<file path="config.mk">
export PLATFORM = sky130hd
export DESIGN_NAME = hazard_scoreboard
export DESIGN_NICKNAME = d
export VERILOG_FILES = /design/src/rtl/hazard_scoreboard_pkg.sv /design/src/rtl/hazard_scoreboard_hz_match.sv /design/src/rtl/hazard_scoreboard.sv
export SDC_FILE = /design/constraint.sdc
export NUM_CORES = 1
export LEC_CHECK = 0
export BUFFER_PORTS_ARGS = -buffer_cell sky130_fd_sc_hd__buf_2
export CAP_MARGIN = 15
export CORE_MARGIN = 3
export CORE_UTILIZATION = 45
export CTS_BUF_LIST = sky130_fd_sc_hd__clkbuf_8
export DETAILED_ROUTE_END_ITERATION = 6
export MAX_ROUTING_LAYER = met4
export PLACE_DENSITY = 0.78
export SLEW_MARGIN = 5
export SYNTH_ARGS = -nofsm -noshare
export SYNTH_HDL_FRONTEND = slang
export SYNTH_SLANG_ARGS = --single-unit
</file>
<file path="constraint.sdc">
create_clock -name clk -period 2.65 [get_ports clk]
set_clock_uncertainty 0.2 [all_clocks]
set_input_delay 0.1325 -clock clk [delete_from_list [all_inputs] [get_ports clk]]
set_output_delay 0.1325 -clock clk [all_outputs]
set_load 0.02 [all_outputs]
</file>
<file path="src/rtl/hazard_scoreboard_pkg.sv">
// Shared types and encodings for the hazard scoreboard: forwarding-mux selects and the
// per-stage producer record.
package hazard_scoreboard_pkg;

   localparam logic [1:0] SEL_RF  = 2'd0;
   localparam logic [1:0] SEL_EX  = 2'd1;
   localparam logic [1:0] SEL_MEM = 2'd2;
   localparam logic [1:0] SEL_WB  = 2'd3;

   // Widest supported register address; narrower addresses are zero-extended into it.
   localparam int unsigned RD_W = 8;

   typedef struct packed {
      logic            valid;
      logic [RD_W-1:0] rd;
      logic            load;
   } stage_entry_t;

endpackage

</file>
<file path="src/rtl/hazard_scoreboard_hz_match.sv">
// Youngest-producer search for one source operand; turns the match position into a
// forwarding select or a stall request.
module hz_match
   import hazard_scoreboard_pkg::*;
#(
   parameter int unsigned DEPTH  = 3,
   parameter int unsigned FWD_EN = 1
) (
   input  stage_entry_t [DEPTH-1:0] stages,
   input  logic [RD_W-1:0]          addr,
   input  logic                     used,
   output logic                     hazard,
   output logic [1:0]               sel
);

   logic        hit;
   int unsigned hit_idx;

   // Scanning oldest to youngest leaves the youngest match in hit_idx.
   always_comb begin
      hit     = 1'b0;
      hit_idx = 0;
      for (int i = int'(DEPTH) - 1; i >= 0; i--) begin
         if (stages[i].valid && (stages[i].rd == addr)) begin
            hit     = 1'b1;
            hit_idx = i;
         end
      end
   end

   always_comb begin
      hazard = 1'b0;
      sel    = SEL_RF;
      if (used && hit) begin
         if (FWD_EN != 0) begin
            if ((hit_idx == 0) && stages[0].load) begin
               hazard = 1'b1;
            end else if (hit_idx <= 2) begin
               sel = 2'(hit_idx + 1);
            end
         end else begin
            hazard = 1'b1;
         end
      end
   end

endmodule

</file>
<file path="src/rtl/hazard_scoreboard.sv">
// Decode-stage hazard scoreboard: tracks in-flight destination registers, selects forwarding
// sources, and raises stall/bubble for load-use (or any RAW hazard in stall-only mode).
module hazard_scoreboard
   import hazard_scoreboard_pkg::*;
#(
   parameter int unsigned NREG   = 8,
   parameter int unsigned DEPTH  = 3,
   parameter int unsigned FWD_EN = 1,
   localparam int unsigned AW    = $clog2(NREG)
) (
   input  logic          clk,
   input  logic          rst_n,
   input  logic          issue,
   input  logic [AW-1:0] rs_addr,
   input  logic [AW-1:0] rt_addr,
   input  logic          rs_used,
   input  logic          rt_used,
   input  logic [AW-1:0] rd_addr,
   input  logic          rd_wr,
   input  logic          is_load,
   input  logic          flush,
   input  logic          hold,
   output logic          stall,
   output logic          bubble,
   output logic [1:0]    fwd_rs_sel,
   output logic [1:0]    fwd_rt_sel,
   output logic [15:0]   stall_cnt
);

   stage_entry_t [DEPTH-1:0] stages_q, stages_d;
   logic [15:0]              stall_cnt_q, stall_cnt_d;
   logic                     rs_hazard, rt_hazard;

   hz_match #(
      .DEPTH  (DEPTH),
      .FWD_EN (FWD_EN)
   ) u_rs_match (
      .stages (stages_q),
      .addr   (RD_W'(rs_addr)),
      .used   (rs_used),
      .hazard (rs_hazard),
      .sel    (fwd_rs_sel)
   );

   hz_match #(
      .DEPTH  (DEPTH),
      .FWD_EN (FWD_EN)
   ) u_rt_match (
      .stages (stages_q),
      .addr   (RD_W'(rt_addr)),
      .used   (rt_used),
      .hazard (rt_hazard),
      .sel    (fwd_rt_sel)
   );

   // A flush kills the decode instruction, so its hazard no longer matters.
   assign stall     = (issue & (rs_hazard | rt_hazard) & ~flush) | hold;
   assign bubble    = ~hold & (stall | flush | ~issue);
   assign stall_cnt = stall_cnt_q;

   always_comb begin
      stages_d    = stages_q;
      stall_cnt_d = stall_cnt_q;
      if (!hold) begin
         stages_d[0] = '{valid: issue & rd_wr & ~stall & ~flush,
                         rd:    RD_W'(rd_addr),
                         load:  is_load};
         // The branch shadow instruction sitting in stage 0 is squashed on its way out.
         stages_d[1] = flush ? '0 : stages_q[0];
         for (int i = 2; i < int'(DEPTH); i++) begin
            stages_d[i] = stages_q[i-1];
         end
         if (issue && stall && (stall_cnt_q != 16'hFFFF)) begin
            stall_cnt_d = stall_cnt_q + 16'd1;
         end
      end
   end

   always_ff @(posedge clk or negedge rst_n) begin
      if (!rst_n) begin
         stages_q    <= '0;
         stall_cnt_q <= '0;
      end else begin
         stages_q    <= stages_d;
         stall_cnt_q <= stall_cnt_d;
      end
   end

endmodule

</file>
== After elaboration in Yosys (flattened, before gate mapping) ==
Cells that the tools add are included.

* Register bits after elaboration: 39
* Output and inout bits: 22
* Logic and storage cells: 72

* Add/sub/neg operators: 3
* Magnitude comparators: 2
* Equality and inequality tests: 7
* Muxes and demuxes: 23
* Bitwise operators: 14
* Reductions and logical operators: 15

{| class="wikitable"
|+ Operators with widths
! cell !! number
|-
| zero test 32 bit || 2
|-
| == test 8 x 3 -> 1 bit || 4
|-
| two-way mux 2 bit || 12
|-
| adder 16 x 1 -> 16 bit (second input constant) || 1
|-
| inequality test 16 bit (second input constant) || 1
|-
| logical AND 1 bit || 12
|-
| two-way mux 1 bit || 10
|-
| two-way mux 10 bit || 1
|-
| AND 1 bit || 6
|-
| == test 3 bit || 2
|-
| adder 2 x 1 -> 2 bit (second input constant) || 2
|-
| <= comparator 2 bit (second input constant) || 2
|-
| inverter 1 bit || 4
|-
| OR 1 bit || 4
|-
| AND reduction 2 bit || 1
|}

== Depth between registers and ports, before layout ==
* Depth after elaboration: 16
* Depth in mapped cells: 11

== Cells and area by module ==
A second synthesis with hierarchy kept.

* Cell total of the unflattened synthesis: 220
* Area, all modules: 2,140.8 um2

{| class="wikitable"
|+ Modules (own cells, without submodules)
! module !! instances !! cells each !! area each (um2) !! sequential area each (um2)
|-
| hazard_scoreboard || 1 || 124 || 1,442.6 || 775.7
|-
| hz_match || 2 || 48 || 349.1 || 0.0
|}

== Least setup slack after synthesis ==
OpenSTA, ideal clock, no wires.

* Path kind: register to register
* Start point: register stages_q[12] (netlist bit)
* End point: register stall_cnt_q[4], in the netlist stall_cnt[4]
* Data arrival time: 1.980 ns
* Required time: 2.317 ns
* Slack: 0.336 ns
* Cell stages (with the launch flop): 12
* Path buffers: 1
* Clock period less this slack: 2.314 ns
* Path through: dfrtp_1 -> xnor2_1 -> nand4_1 -> nand2b_1 -> ha_1 -> and2_1 -> nand2_1 -> a31oi_2 -> o21ai_4 -> buf_6 -> nor2_1 -> xor2_1

* Cells in the longest elaborated chain, start to end: 15
* Elaborated cells between the ends (all ways): 29
* Those cells by class: 2 x eq/ne; 12 x mux; 4 x bitwise; 11 x reduce/logical

{| class="wikitable"
|+ RTL lines
! item !! line !! text
|-
| start, declared || hazard_scoreboard.sv:30 || <nowiki>stage_entry_t [DEPTH-1:0] stages_q, stages_d;</nowiki>
|-
| start signal, assigned || hazard_scoreboard.sv:84 || <nowiki>stages_q <= stages_d;</nowiki>
|-
| == test 8 x 3 -> 1 bit || hazard_scoreboard_hz_match.sv:24 || <nowiki>if (stages[i].valid && (stages[i].rd == addr)) begin</nowiki>
|-
| logical AND 1 bit || hazard_scoreboard_hz_match.sv:24 ||
|-
| two-way mux 2 bit (2 in a row) || hazard_scoreboard_hz_match.sv:24 ||
|-
| zero test 32 bit || hazard_scoreboard_hz_match.sv:36 || <nowiki>if ((hit_idx == 0) && stages[0].load) begin</nowiki>
|-
| logical AND 1 bit || hazard_scoreboard_hz_match.sv:36 ||
|-
| two-way mux 1 bit || hazard_scoreboard_hz_match.sv:36 ||
|-
| two-way mux 1 bit || hazard_scoreboard_hz_match.sv:34 || <nowiki>if (used && hit) begin</nowiki>
|-
| OR 1 bit (*) || hazard_scoreboard.sv:57 || <nowiki>assign stall = (issue & (rs_hazard | rt_hazard) & ~flush) | hold;</nowiki>
|-
| AND 1 bit (*) (2 in a row) || hazard_scoreboard.sv:57 ||
|-
| OR 1 bit (*) || hazard_scoreboard.sv:57 ||
|-
| logical AND 1 bit (*) (2 in a row) || hazard_scoreboard.sv:73 || <nowiki>if (issue && stall && (stall_cnt_q != 16'hFFFF)) begin</nowiki>
|-
| AND reduction 2 bit (no line) (*) || -- ||
|-
| end signal, assigned || hazard_scoreboard.sv:85 || <nowiki>stall_cnt_q <= stall_cnt_d;</nowiki>
|-
| end, declared || hazard_scoreboard.sv:31 || <nowiki>logic [15:0] stall_cnt_q, stall_cnt_d;</nowiki>
|}

Every way passes the cells marked *; elsewhere a longest branch is shown, timed or not.
A chain may end at the register's enable or synchronous reset.

== Worst setup path in the final report ==
* Start point: register stages_q[3] (netlist bit)
* End point: output port bubble

* Cells in the longest elaborated chain, start to end: 14
* Elaborated cells between the ends (all ways): 25
* Those cells by class: 2 x eq/ne; 8 x mux; 7 x bitwise; 8 x reduce/logical

{| class="wikitable"
|+ RTL lines
! item !! line !! text
|-
| == test 3 bit || hazard_scoreboard_hz_match.sv:24 ||
|-
| logical AND 1 bit || hazard_scoreboard_hz_match.sv:24 ||
|-
| two-way mux 2 bit || hazard_scoreboard_hz_match.sv:24 ||
|-
| zero test 32 bit || hazard_scoreboard_hz_match.sv:36 ||
|-
| logical AND 1 bit || hazard_scoreboard_hz_match.sv:36 ||
|-
| two-way mux 1 bit || hazard_scoreboard_hz_match.sv:36 ||
|-
| two-way mux 1 bit || hazard_scoreboard_hz_match.sv:34 ||
|-
| OR 1 bit (*) || hazard_scoreboard.sv:57 ||
|-
| AND 1 bit (*) (2 in a row) || hazard_scoreboard.sv:57 ||
|-
| OR 1 bit (*) || hazard_scoreboard.sv:57 ||
|-
| OR 1 bit (*) (2 in a row) || hazard_scoreboard.sv:58 || <nowiki>assign bubble = ~hold & (stall | flush | ~issue);</nowiki>
|-
| AND 1 bit (*) || hazard_scoreboard.sv:58 ||
|-
| end, declared || hazard_scoreboard.sv:24 || <nowiki>output logic bubble,</nowiki>
|}

Marked as above.

==> results.md <==
* Slew @ Worst Pin at 0.642 ns
* PnR Total Power at 0.998 mW
* RSZ-0062 raised after global routing: true
* Synth area leaders: dfrtp_1 (44%), xnor2_1 (12%), mux2_2 (6.1%)
* Post-synth top flop: dfrtp_1
* Starting Density at 48.3%
* Max-cap violations at 0
* Status: finished, final reports clean
* Post-layout min period at 2.61 ns
* Die width at 66.8 um
* Routed Wire Length at 3820 um
* Area delta synth->final at 33.8%
* Avg Vias per Cell at 5.23
* Clock Sinks at 29
* Crit path arrival time at 2.27 ns
* Max Root-Sink Buffers at 2
* GR Util All Layers at 18.7%
* Largest net degree at the start of global routing at 30
* Io pins at 40
* Yosys top cell area share at 43.6%
* CTS clk-pin slew, worst paths at 0.07 ns
* Top-count cell post-synth: dfrtp_1
* FILL cells at 278
* CP Data Required Time at 2.32 ns
* Synth top cells by count: dfrtp_1 (29), xnor2_1 (22), nand2_1 (16)
* Fin crit share at 98.3%
* Antenna cells at 0
* Setup CP Type: register to output pin
* DRT iter0 DRCs at 125
* GP Congestion at 0.803
* Core region area at 3440 um2
* Crit. End Element: output pin
* Multi-input gate area at 978 um2
* DR WL/cell at 14.5 um
* CTS Buf Count at 5
* Cell Pwr Density at 448 nW/um2
* Die area at 4460 um2
* Register bit count reported by yosys at 29
* DRT antenna net count at 0
* Total number of vias at 1381
* Hold Worst Slack at 0.0851 ns
* Final slew viol count at 0
* Root buf cell: clkbuf_8
* I/O Buffers at 39
* Number of global-route vias before repair at 1250
* Synth Net Count at 179
* Maximum vdd drop at 319 uV
* Post-synth cell types at 32
* Synthesized area at 1660 um2
* Share of cells above drive strength 1 at 40.4%
* Largest area contributor in the netlist: dfrtp_1
* Die Y at 66.8 um
* Slew HR at 57.2%
* # setup viols final at 0
* P_leak at 1.06 nW
* Peak Freq at 384 MHz
* Htree depth at 2
* Placement Rows at 21
* Largest fanout on the critical path at 4
* Register area share after synthesis at 43.6%
* Crit path launch type: register
* Mapped Cells at 158
* Initial antenna violation count at 0
* Number of synthesized flops with an enable pin at 0
* CTS tree: done
* Dpl hpwl at 2550 um
* Final Hold Vio Count at 0
* Asr flop ratio synth at 100%
* Grt ovf at 0
* Worst-Skew Late Latency at 0.28 ns
* First-pass GRT wire length at 5960 um
* DRC errors left at 0
* Worst hold path class: input port to register
* DRT Pass-1 Iters at 4
* Mean Syn Cell Area at 10.5 um2
* Seq. cell area at 727 um2
* Nets at 238
* YS warnings at 0
==> sequential cells by signal (all words and copies together), names as in the netlist <==
| name | cells |
|---|---|
| stall_cnt | 16 |
| stages_q | 13 |
==> where the power goes <==
group	switching [mW]	internal, mW	total (mW)
Sequential	0.0272	0.465	0.492
Clock	0.173	0.181	0.353
Combinational	0.0706	0.0824	0.153
Total	0.271	0.728	0.998
==> kinds of logic (layout without fill, tap and decap cells) <==
| kind of cell | after synthesis | count (layout) | share of synthesized area, % |
|---|---|---|---|
| buffers and inverters | 9 | 69 | 2.48 |
| DFF | 29 | 29 | 43.6 |
| AOI/OAI and AO/OA | 11 | 11 | 5.64 |
| xor gates and xnor gates | 33 | 33 | 17.4 |
| adders and majority gates | 3 | 3 | 2.26 |
| and+or+nand+nor | 64 | 64 | 22.6 |
| muxes | 9 | 9 | 6.09 |
==> what timing repair did <==
| action | in CTS | in global routing |
|---|---|---|
| setup buffers | 4 | 5 |
| setup endpoints to repair | 3 | 8 |
| gates resized for setup | 4 | 15 |
| endpoints found under the hold margin | 36 | 0 |
| hold buffers | 7 | 0 |
| pin swaps | 4 | 12 |
==> layer usage <==
metal	global-route usage (%)	share of wire, %	up-vias
li1	-	-	666
met1	25.0	45	665
met2	27.4	48	45
met3	5.40	6.0	5
met4	6.09	0.94	0
met5	-	0	-
==> worst max-delay path, stage by stage (launching register included) <==
cell	delay (ns)
dfrtp_1	0.46
xnor2_2	0.19
nand4_1	0.19
nand3b_1	0.14
ha_2	0.16
and2_4	0.16
nand2_4	0.05
a31oi_4	0.23
nor2_4	0.06
a31oi_2	0.18
buf_4	0.17
==> final timing paths <==
| path | startpoint | endpoint | slack (ns) | depth (start not counted) |
|---|---|---|---|---|
| max | stages_q[3] | bubble | 0.04 | 10 |
| min | hold | stages_q[13] | 0.09 | 3 |
| max reg2reg | stages_q[3] | stall_cnt[14] | 0.11 | 11 |
| min reg2reg | stall_cnt[10] | stall_cnt[10] | 0.31 | 1 |
| max in group asynchronous | rst_n | stages_q[2] | 1.59 | 2 |
| min in group asynchronous | rst_n | stages_q[13] | 0.20 | 2 |
==> layout make-up <==
class	instances	area share, %
clock buffer	5	3.09
inverter	5	0.843
multi-input combinational	120	44.0
clock inverter	3	0.787
sequential	29	32.7
timing repair buffer	56	16.1
tap	46	2.59
==> through the flow <==
stage / instance area, um2 / instances / setup slack [ns] / util, % / TNS [ns]
2_1_floorplan: 1660 / 158 / 0.336 / - / 0
3_3_place_gp: 1910 / 240 / 0.143 / 55.6 / 0
3_5_place_dp: 1910 / 240 / 0.0496 / 55.6 / 0
4_1_cts: 2120 / 259 / 0.00254 / 61.7 / 0
5_1_grt: 2230 / 264 / -0.0897 / 64.7 / -0.186
6_report: 2230 / 264 / 0.0438 / 64.7 / 0
==> layout by cell type, fill, tap and decap left out, types with 7 or more instances in the layout <==
master | Yosys | final
nand4_1 | 8 | 8
xor2_1 | 11 | 11
dfrtp_1 | 29 | 28
buf_4 | 0 | 11
dlygate4sd3_1 | 0 | 7
mux2_2 | 9 | 9
xnor2_1 | 22 | 20
buf_2 | 0 | 37
nand2_1 | 16 | 14
nand3_1 | 9 | 9
Power figures use the tool's default switching activity.
